[config.mk]
export PLATFORM = sky130hd
export DESIGN_NAME = mem_arbiter_flat
export DESIGN_NICKNAME = d
export VERILOG_FILES = /design/src/rtl/mem_arbiter_if.sv /design/src/rtl/mem_arbiter.sv /design/src/flat_wrapper.sv
export SDC_FILE = /design/constraint.sdc
export NUM_CORES = 1
export LEC_CHECK = 0
export BUFFER_PORTS_ARGS = -buffer_cell sky130_fd_sc_hd__buf_4
export CORE_AREA = 4 4 357 359
export CTS_CLUSTER_SIZE = 40
export DETAILED_ROUTE_END_ITERATION = 7
export DIE_AREA = 0 0 361 363
export PLACE_DENSITY_LB_ADDON = 0.05
export SLEW_MARGIN = 20
export SYNTH_ARGS = -nofsm -noshare
export SYNTH_HDL_FRONTEND = slang
export SYNTH_SLANG_ARGS = --single-unit
[constraint.sdc]
create_clock -name clk -period 3.48 [get_ports clk]
set_clock_uncertainty 0.15 [all_clocks]
set_input_delay 0.348 -clock clk [delete_from_list [all_inputs] [get_ports clk]]
set_output_delay 0.348 -clock clk [all_outputs]
set_load 0.05 [all_outputs]
[src/rtl/mem_arbiter_if.sv]
// One cache-style memory port: request, write-data and in-order read-response channels.
// The requester side (cache or arbiter facing memory) uses master; the responder side uses slave.
interface mem_arbiter_if #(
  parameter int ADDR_BITS = 28,
  parameter int DATA_BITS = 128
);
  logic                   req_valid;
  logic                   req_ready;
  logic [ADDR_BITS-1:0]   req_addr;
  logic                   req_rw;
  logic                   req_data_valid;
  logic                   req_data_ready;
  logic [DATA_BITS-1:0]   req_data_bits;
  logic [DATA_BITS/8-1:0] req_data_mask;
  logic                   resp_valid;
  logic [DATA_BITS-1:0]   resp_data;

  modport master (
    output req_valid, req_addr, req_rw, req_data_valid, req_data_bits, req_data_mask,
    input  req_ready, req_data_ready, resp_valid, resp_data
  );

  modport slave (
    input  req_valid, req_addr, req_rw, req_data_valid, req_data_bits, req_data_mask,
    output req_ready, req_data_ready, resp_valid, resp_data
  );
endinterface

[src/rtl/mem_arbiter.sv]
// Round-robin arbiter merging the icache (p0) and dcache (p1) memory ports onto one memory port;
// an owner FIFO steers in-order read responses back to the port that issued each read.
module mem_arbiter #(
  parameter int ADDR_BITS       = 28,
  parameter int DATA_BITS       = 128,
  parameter int MAX_OUTSTANDING = 4
) (
  input  logic          clk,
  input  logic          reset,
  mem_arbiter_if.slave  p0,
  mem_arbiter_if.slave  p1,
  mem_arbiter_if.master mem,
  output logic          err_unexpected_resp_o
);
  localparam int PTR_W = $clog2(MAX_OUTSTANDING);
  localparam int CNT_W = PTR_W + 1;

  typedef enum logic {IDLE = 1'b0, WDATA = 1'b1} state_e;

  state_e           state_q, state_d;
  logic             wowner_q, wowner_d;
  logic             last_grant_q, last_grant_d;
  logic             err_q, err_d;
  logic [CNT_W-1:0] count_q, count_d;
  logic [PTR_W-1:0] rd_ptr_q, rd_ptr_d;
  logic [PTR_W-1:0] wr_ptr_q, wr_ptr_d;
  logic             fifo_q [MAX_OUTSTANDING];

  logic [1:0] vld, wr, elig;
  logic       fifo_full, fifo_empty;
  logic       gnt, port, gnt_ok, idle_wr, dv_sel, data_rdy;
  logic       req_hs, data_hs, push, pop, head;

  assign fifo_full  = (count_q == CNT_W'(MAX_OUTSTANDING));
  assign fifo_empty = (count_q == '0);
  assign vld        = {p1.req_valid, p0.req_valid};
  assign wr         = {p1.req_rw, p0.req_rw};
  // Reads need a free owner slot; writes never occupy one.
  assign elig       = vld & (wr | {2{~fifo_full}});

  always_comb begin
    gnt = vld[1];
    if (vld[0] && vld[1]) gnt = ~last_grant_q;
    if (!elig[gnt] && elig[~gnt] && wr[~gnt]) gnt = ~gnt;
  end

  assign port    = (state_q == WDATA) ? wowner_q : gnt;
  assign gnt_ok  = ~reset & (state_q == IDLE) & elig[gnt];
  assign idle_wr = gnt_ok & wr[gnt] & mem.req_ready;
  assign dv_sel  = port ? p1.req_data_valid : p0.req_data_valid;

  assign mem.req_valid     = gnt_ok;
  assign mem.req_addr      = port ? p1.req_addr      : p0.req_addr;
  assign mem.req_rw        = port ? p1.req_rw        : p0.req_rw;
  assign mem.req_data_bits = port ? p1.req_data_bits : p0.req_data_bits;
  assign mem.req_data_mask = port ? p1.req_data_mask : p0.req_data_mask;

  // In IDLE write data may only move together with its request handshake.
  assign mem.req_data_valid = (state_q == WDATA) ? (~reset & dv_sel) : (idle_wr & dv_sel);
  assign data_rdy           = (state_q == WDATA) ? (~reset & mem.req_data_ready)
                                                 : (idle_wr & mem.req_data_ready);

  assign req_hs  = gnt_ok & mem.req_ready;
  assign data_hs = mem.req_data_valid & mem.req_data_ready;

  assign p0.req_ready      = req_hs & ~gnt;
  assign p1.req_ready      = req_hs & gnt;
  assign p0.req_data_ready = data_rdy & ~port;
  assign p1.req_data_ready = data_rdy & port;

  assign head = fifo_q[rd_ptr_q];
  assign pop  = ~reset & mem.resp_valid & ~fifo_empty;
  assign push = req_hs & ~wr[gnt];

  assign p0.resp_valid = pop & ~head;
  assign p1.resp_valid = pop & head;
  assign p0.resp_data  = mem.resp_data;
  assign p1.resp_data  = mem.resp_data;

  assign err_unexpected_resp_o = err_q;

  always_comb begin
    state_d      = state_q;
    wowner_d     = wowner_q;
    last_grant_d = last_grant_q;
    err_d        = err_q | (mem.resp_valid & fifo_empty);
    rd_ptr_d     = rd_ptr_q + PTR_W'(pop);
    wr_ptr_d     = wr_ptr_q + PTR_W'(push);
    count_d      = count_q + CNT_W'(push) - CNT_W'(pop);
    if (req_hs) last_grant_d = gnt;
    case (state_q)
      IDLE: begin
        if (req_hs && wr[gnt] && !data_hs) begin
          state_d  = WDATA;
          wowner_d = gnt;
        end
      end
      WDATA: begin
        if (data_hs) state_d = IDLE;
      end
      default: state_d = IDLE;
    endcase
  end

  always_ff @(posedge clk) begin
    if (reset) begin
      state_q      <= IDLE;
      wowner_q     <= 1'b0;
      last_grant_q <= 1'b1;
      err_q        <= 1'b0;
      count_q      <= '0;
      rd_ptr_q     <= '0;
      wr_ptr_q     <= '0;
    end else begin
      state_q      <= state_d;
      wowner_q     <= wowner_d;
      last_grant_q <= last_grant_d;
      err_q        <= err_d;
      count_q      <= count_d;
      rd_ptr_q     <= rd_ptr_d;
      wr_ptr_q     <= wr_ptr_d;
    end
  end

  // Owner storage is only meaningful below count_q, so it needs no reset.
  always_ff @(posedge clk) begin
    if (push) fifo_q[wr_ptr_q] <= gnt;
  end
endmodule

[src/flat_wrapper.sv]
// flat-port wrapper written by rule: the top's interface ports become plain ports
module mem_arbiter_flat 
#(
  parameter int ADDR_BITS       = 28,
  parameter int DATA_BITS       = 128,
  parameter int MAX_OUTSTANDING = 4
)
  (clk, reset, err_unexpected_resp_o, p0_req_valid, p0_req_addr, p0_req_rw, p0_req_data_valid, p0_req_data_bits, p0_req_data_mask, p0_req_ready, p0_req_data_ready, p0_resp_valid, p0_resp_data, p1_req_valid, p1_req_addr, p1_req_rw, p1_req_data_valid, p1_req_data_bits, p1_req_data_mask, p1_req_ready, p1_req_data_ready, p1_resp_valid, p1_resp_data, mem_req_valid, mem_req_addr, mem_req_rw, mem_req_data_valid, mem_req_data_bits, mem_req_data_mask, mem_req_ready, mem_req_data_ready, mem_resp_valid, mem_resp_data);
  mem_arbiter_if #(.ADDR_BITS(ADDR_BITS), .DATA_BITS(DATA_BITS)) p0_i ();
  mem_arbiter_if #(.ADDR_BITS(ADDR_BITS), .DATA_BITS(DATA_BITS)) p1_i ();
  mem_arbiter_if #(.ADDR_BITS(ADDR_BITS), .DATA_BITS(DATA_BITS)) mem_i ();
  input  logic clk;
  input  logic reset;
  output logic err_unexpected_resp_o;
  input wire logic [$bits(p0_i.req_valid)-1:0] p0_req_valid;
  input wire logic [$bits(p0_i.req_addr)-1:0] p0_req_addr;
  input wire logic [$bits(p0_i.req_rw)-1:0] p0_req_rw;
  input wire logic [$bits(p0_i.req_data_valid)-1:0] p0_req_data_valid;
  input wire logic [$bits(p0_i.req_data_bits)-1:0] p0_req_data_bits;
  input wire logic [$bits(p0_i.req_data_mask)-1:0] p0_req_data_mask;
  output wire logic [$bits(p0_i.req_ready)-1:0] p0_req_ready;
  output wire logic [$bits(p0_i.req_data_ready)-1:0] p0_req_data_ready;
  output wire logic [$bits(p0_i.resp_valid)-1:0] p0_resp_valid;
  output wire logic [$bits(p0_i.resp_data)-1:0] p0_resp_data;
  input wire logic [$bits(p1_i.req_valid)-1:0] p1_req_valid;
  input wire logic [$bits(p1_i.req_addr)-1:0] p1_req_addr;
  input wire logic [$bits(p1_i.req_rw)-1:0] p1_req_rw;
  input wire logic [$bits(p1_i.req_data_valid)-1:0] p1_req_data_valid;
  input wire logic [$bits(p1_i.req_data_bits)-1:0] p1_req_data_bits;
  input wire logic [$bits(p1_i.req_data_mask)-1:0] p1_req_data_mask;
  output wire logic [$bits(p1_i.req_ready)-1:0] p1_req_ready;
  output wire logic [$bits(p1_i.req_data_ready)-1:0] p1_req_data_ready;
  output wire logic [$bits(p1_i.resp_valid)-1:0] p1_resp_valid;
  output wire logic [$bits(p1_i.resp_data)-1:0] p1_resp_data;
  output wire logic [$bits(mem_i.req_valid)-1:0] mem_req_valid;
  output wire logic [$bits(mem_i.req_addr)-1:0] mem_req_addr;
  output wire logic [$bits(mem_i.req_rw)-1:0] mem_req_rw;
  output wire logic [$bits(mem_i.req_data_valid)-1:0] mem_req_data_valid;
  output wire logic [$bits(mem_i.req_data_bits)-1:0] mem_req_data_bits;
  output wire logic [$bits(mem_i.req_data_mask)-1:0] mem_req_data_mask;
  input wire logic [$bits(mem_i.req_ready)-1:0] mem_req_ready;
  input wire logic [$bits(mem_i.req_data_ready)-1:0] mem_req_data_ready;
  input wire logic [$bits(mem_i.resp_valid)-1:0] mem_resp_valid;
  input wire logic [$bits(mem_i.resp_data)-1:0] mem_resp_data;
  assign p0_i.req_valid = p0_req_valid;
  assign p0_i.req_addr = p0_req_addr;
  assign p0_i.req_rw = p0_req_rw;
  assign p0_i.req_data_valid = p0_req_data_valid;
  assign p0_i.req_data_bits = p0_req_data_bits;
  assign p0_i.req_data_mask = p0_req_data_mask;
  assign p0_req_ready = p0_i.req_ready;
  assign p0_req_data_ready = p0_i.req_data_ready;
  assign p0_resp_valid = p0_i.resp_valid;
  assign p0_resp_data = p0_i.resp_data;
  assign p1_i.req_valid = p1_req_valid;
  assign p1_i.req_addr = p1_req_addr;
  assign p1_i.req_rw = p1_req_rw;
  assign p1_i.req_data_valid = p1_req_data_valid;
  assign p1_i.req_data_bits = p1_req_data_bits;
  assign p1_i.req_data_mask = p1_req_data_mask;
  assign p1_req_ready = p1_i.req_ready;
  assign p1_req_data_ready = p1_i.req_data_ready;
  assign p1_resp_valid = p1_i.resp_valid;
  assign p1_resp_data = p1_i.resp_data;
  assign mem_req_valid = mem_i.req_valid;
  assign mem_req_addr = mem_i.req_addr;
  assign mem_req_rw = mem_i.req_rw;
  assign mem_req_data_valid = mem_i.req_data_valid;
  assign mem_req_data_bits = mem_i.req_data_bits;
  assign mem_req_data_mask = mem_i.req_data_mask;
  assign mem_i.req_ready = mem_req_ready;
  assign mem_i.req_data_ready = mem_req_data_ready;
  assign mem_i.resp_valid = mem_resp_valid;
  assign mem_i.resp_data = mem_resp_data;
  mem_arbiter #(.ADDR_BITS(ADDR_BITS), .DATA_BITS(DATA_BITS), .MAX_OUTSTANDING(MAX_OUTSTANDING)) u_core (.clk(clk), .reset(reset), .p0(p0_i), .p1(p1_i), .mem(mem_i), .err_unexpected_resp_o(err_unexpected_resp_o));
endmodule
==> results.sh <==
export IMPL_cts_inserted_buffers=3
export IMPL_worst_skew_pair_late_latency_ps=250
export IMPL_syn_nets=1028
export IMPL_core_um2=123800
export IMPL_ctsHoldBuffers=0
export IMPL_grt_max_degree=47
export IMPL_layout_common_cells="buf_4, mux2_4, mux2_2"
export IMPL_grt_usage_pct=5.121
export IMPL_initial_utilization_pct=4.356
export IMPL_r2r_start="u_core.count_q[2]"
export IMPL_hold_viol_final=0
export IMPL_hold_class="in -> reg"
export IMPL_syn_avg_cell_area_um2=9.986
export IMPL_r2r_setup_slack_ps=540
export IMPL_grt_pass1_wl_mm=46.93
export IMPL_yosysTopAreaCell="buf_4"
export IMPL_num_rows=129
export IMPL_drt_wl_total_mm=37.38
export IMPL_nets=1303
export IMPL_start_kind="flip-flop"
export IMPL_fin_crit_ps=3188
export IMPL_drv_cap=0
export IMPL_met2_length_mm=17.07
export IMPL_yosysTopAreaCellShare_pct=35.64
export IMPL_postCtsSetupRepairBufs=0
export IMPL_htreeDepth=1
export IMPL_num_antenna_cells=0
export IMPL_antenna_found_initial=2
export IMPL_stdcell_area_um2=9584
export IMPL_ctsLongestPathBuffers=2
export IMPL_seq_area_frac_synth_pct=6.311
export IMPL_worstPathRequired_ps=2980
export IMPL_fill_cells=14488
export IMPL_setup_viol=0
export IMPL_postLayoutCoreUtil_pct=7.742
export IMPL_rr_endpoint="u_core.count_q[2]"
export IMPL_drtIter0Drc=111
export IMPL_post_dp_cell_area_um2=9505
export IMPL_hpwl_mm=34.19
export IMPL_synth_cells=540
export IMPL_ant_nets=0
export IMPL_wl_met1_mm=12.73
export IMPL_ctsResizeCount=0
export IMPL_rr_worst_depth=10
export IMPL_ys_warn_count=0
export IMPL_grt_pass1_vias=5166
export IMPL_clockPowerShare_pct=8.2
export IMPL_crit_type="reg -> out"
export IMPL_io_pins=921
export IMPL_areaGrowthSynthToFinish_pct=77.73
export IMPL_place_gp_congestion=0.7626
export IMPL_p_seq_share_pct=8.0
export IMPL_routed_via_density=1.943
export IMPL_slew_viol_final=0
export IMPL_synthTopCellsByArea="buf_4, mux2_4, mux2_2"
export IMPL_setup_tns_ps=0
export IMPL_intPower_mw=1.360
export IMPL_hold_depth=2
export IMPL_leakage_nw=4.165
export IMPL_cts_sinks=15
export IMPL_num_vias=4762
export IMPL_relSlewSlack_pct=63.89
export IMPL_clockRootBuffer="clkbuf_16"
export IMPL_period_share_pct=91.61
export IMPL_layout_commonest_cell="buf_4"
export IMPL_die_y_um=363
export IMPL_p_sw_mw=1.508
export IMPL_overflow=0
export IMPL_netlist_area_um2=5393
export IMPL_drtPass1Iterations=3
export IMPL_wl_per_cell_um=15.25
export IMPL_post_route_cells_drive_above_1_share_pct=89.07
export IMPL_fmax_ghz=0.3137
export IMPL_combPwrFrac_pct=83.8
export IMPL_met3_length_mm=7.405
export IMPL_setup_worst_path_end_class="primary output"
export IMPL_rsz0062_at_grt="false"
export IMPL_status="finished clean"
export IMPL_swShare_pct=52.58
export IMPL_die_w_um=361
export IMPL_path_max_fanout=27
export IMPL_ys_types=35
export IMPL_clkSlewWorstSetupHoldPaths_ps=60
export IMPL_min_delay_start="reset"
export IMPL_top_layer="met5"
export IMPL_io_buffers=536
export IMPL_worst_pin_slew_ps=541.6
export IMPL_power_density_nw_per_um2=299.3
export IMPL_hold_end="u_core.wr_ptr_q[1]"
export IMPL_dieArea_um2=131000
export IMPL_crit_arrival_ps=2690
export IMPL_tritoncts="done"
export IMPL_synth_seq_cells=15
export IMPL_irDropWorstVdd_mv=0.1205
export IMPL_drc=0
==> cell usage after synthesis <==
master    number
mux2i_1        3
nor3_1         2
nand4b_1       1
a41o_1         1
and3_1         3
dfxtp_1       11
o21ai_0        3
inv_1          9
a211o_1        1
nor2_1        10
clkbuf_1       1
ha_1           4
a32oi_1        1
a21boi_0       1
a21oi_1        1
or2_1          1
a32o_1         1
nor3b_1        4
a221oi_1       1
buf_4        256
buf_2          4
nand2b_1       3
a31o_1         1
o41ai_1        1
nand2_1        7
nor2b_1        7
fa_1           1
mux2_2        47
mux4_2         1
edfxtp_1       4
buf_6         16
mux2_4       125
and2_1         3
nor3b_4        1
xnor2_1        4
==> layer usage <==
metal,GRT usage [%],up-vias
met5,0.2496,-
met4,0.2061,6
met3,4.814,15
met2,8.215,530
met1,5.112,2103
li1,-,2108
==> flip-flops by register name (all words and copies together), names as in the netlist <==
signal / count
u_core.state_q: 1
u_core.wr_ptr_q: 2
u_core.rd_ptr_q: 2
u_core.last_grant_q: 1
u_core.fifo_q: 4
u_core.count_q: 3
u_core.err_unexpected_resp_o: 1
u_core.wowner_q: 1
==> per-stage QoR <==
stage / total power [mW] / setup WS (ps) / hold slack (ps) / cells
2_1_floorplan: 2.588 / 510.7 / 280.1 / 540
3_3_place_gp: 2.719 / 477.9 / 328.0 / 2447
3_5_place_dp: 2.692 / 453.6 / 309.5 / 2447
4_1_cts: 2.938 / 198.8 / 242.9 / 2451
5_1_grt: 3.019 / 104.1 / 243.9 / 2451
6_report: 2.868 / 291.9 / 225.7 / 2451
==> cells by family after synthesis <==
family,count (synthesis),synth area share (%)
multiplexers,176,45.59
adder cells (fa/ha/maj),5,1.299
flip-flops,15,6.311
AO/OA/AOI/OAI,12,1.694
AND/OR/NAND/NOR,42,4.409
buffers and inverters,286,40.05
XOR/XNOR,4,0.6496
==> critical path: stages, from the launching register on <==
cell and delay [ps]:
dfxtp_1 390, nor3b_4 310, a41o_1 310, a31o_4 300
buf_4 490, mux2_2 400, buf_4 190
==> power by group through the flow <==
stage,Combinational (mW),Sequential (mW),Clock [mW]
after detailed placement,2.46,0.234,0
after global placement,2.48,0.235,0
final,2.40,0.228,0.235
after floorplan,2.35,0.233,0
after global routing,2.53,0.234,0.254
after CTS,2.46,0.231,0.244
==> worst max-delay path by stage <==
stage	slack [ps]	cells past startpoint	to	startpoint
after floorplan	510	7	mem_req_rw	u_core.count_q[2]
after global placement	480	10	u_core.count_q[2]	u_core.count_q[2]
after detailed placement	450	10	u_core.count_q[2]	u_core.count_q[2]
after CTS	200	6	mem_req_data_mask[11]	u_core.count_q[2]
after global routing	100	6	mem_req_data_mask[10]	u_core.count_q[2]
final	290	6	mem_req_data_mask[11]	u_core.count_q[2]
==> area by class of cell <==
cell class | count | area (um^2) | share of cell area [%]
Timing Repair Buffer | 547 | 4182 | 43.63
Multi-Input combinational cell | 239 | 2902 | 30.27
Tap cell | 1637 | 2048 | 21.37
Sequential cell | 15 | 340.3 | 3.551
Clock buffer | 4 | 78.83 | 0.8225
Inverter | 9 | 33.78 | 0.3525
(Power assumes the default switching activity.)
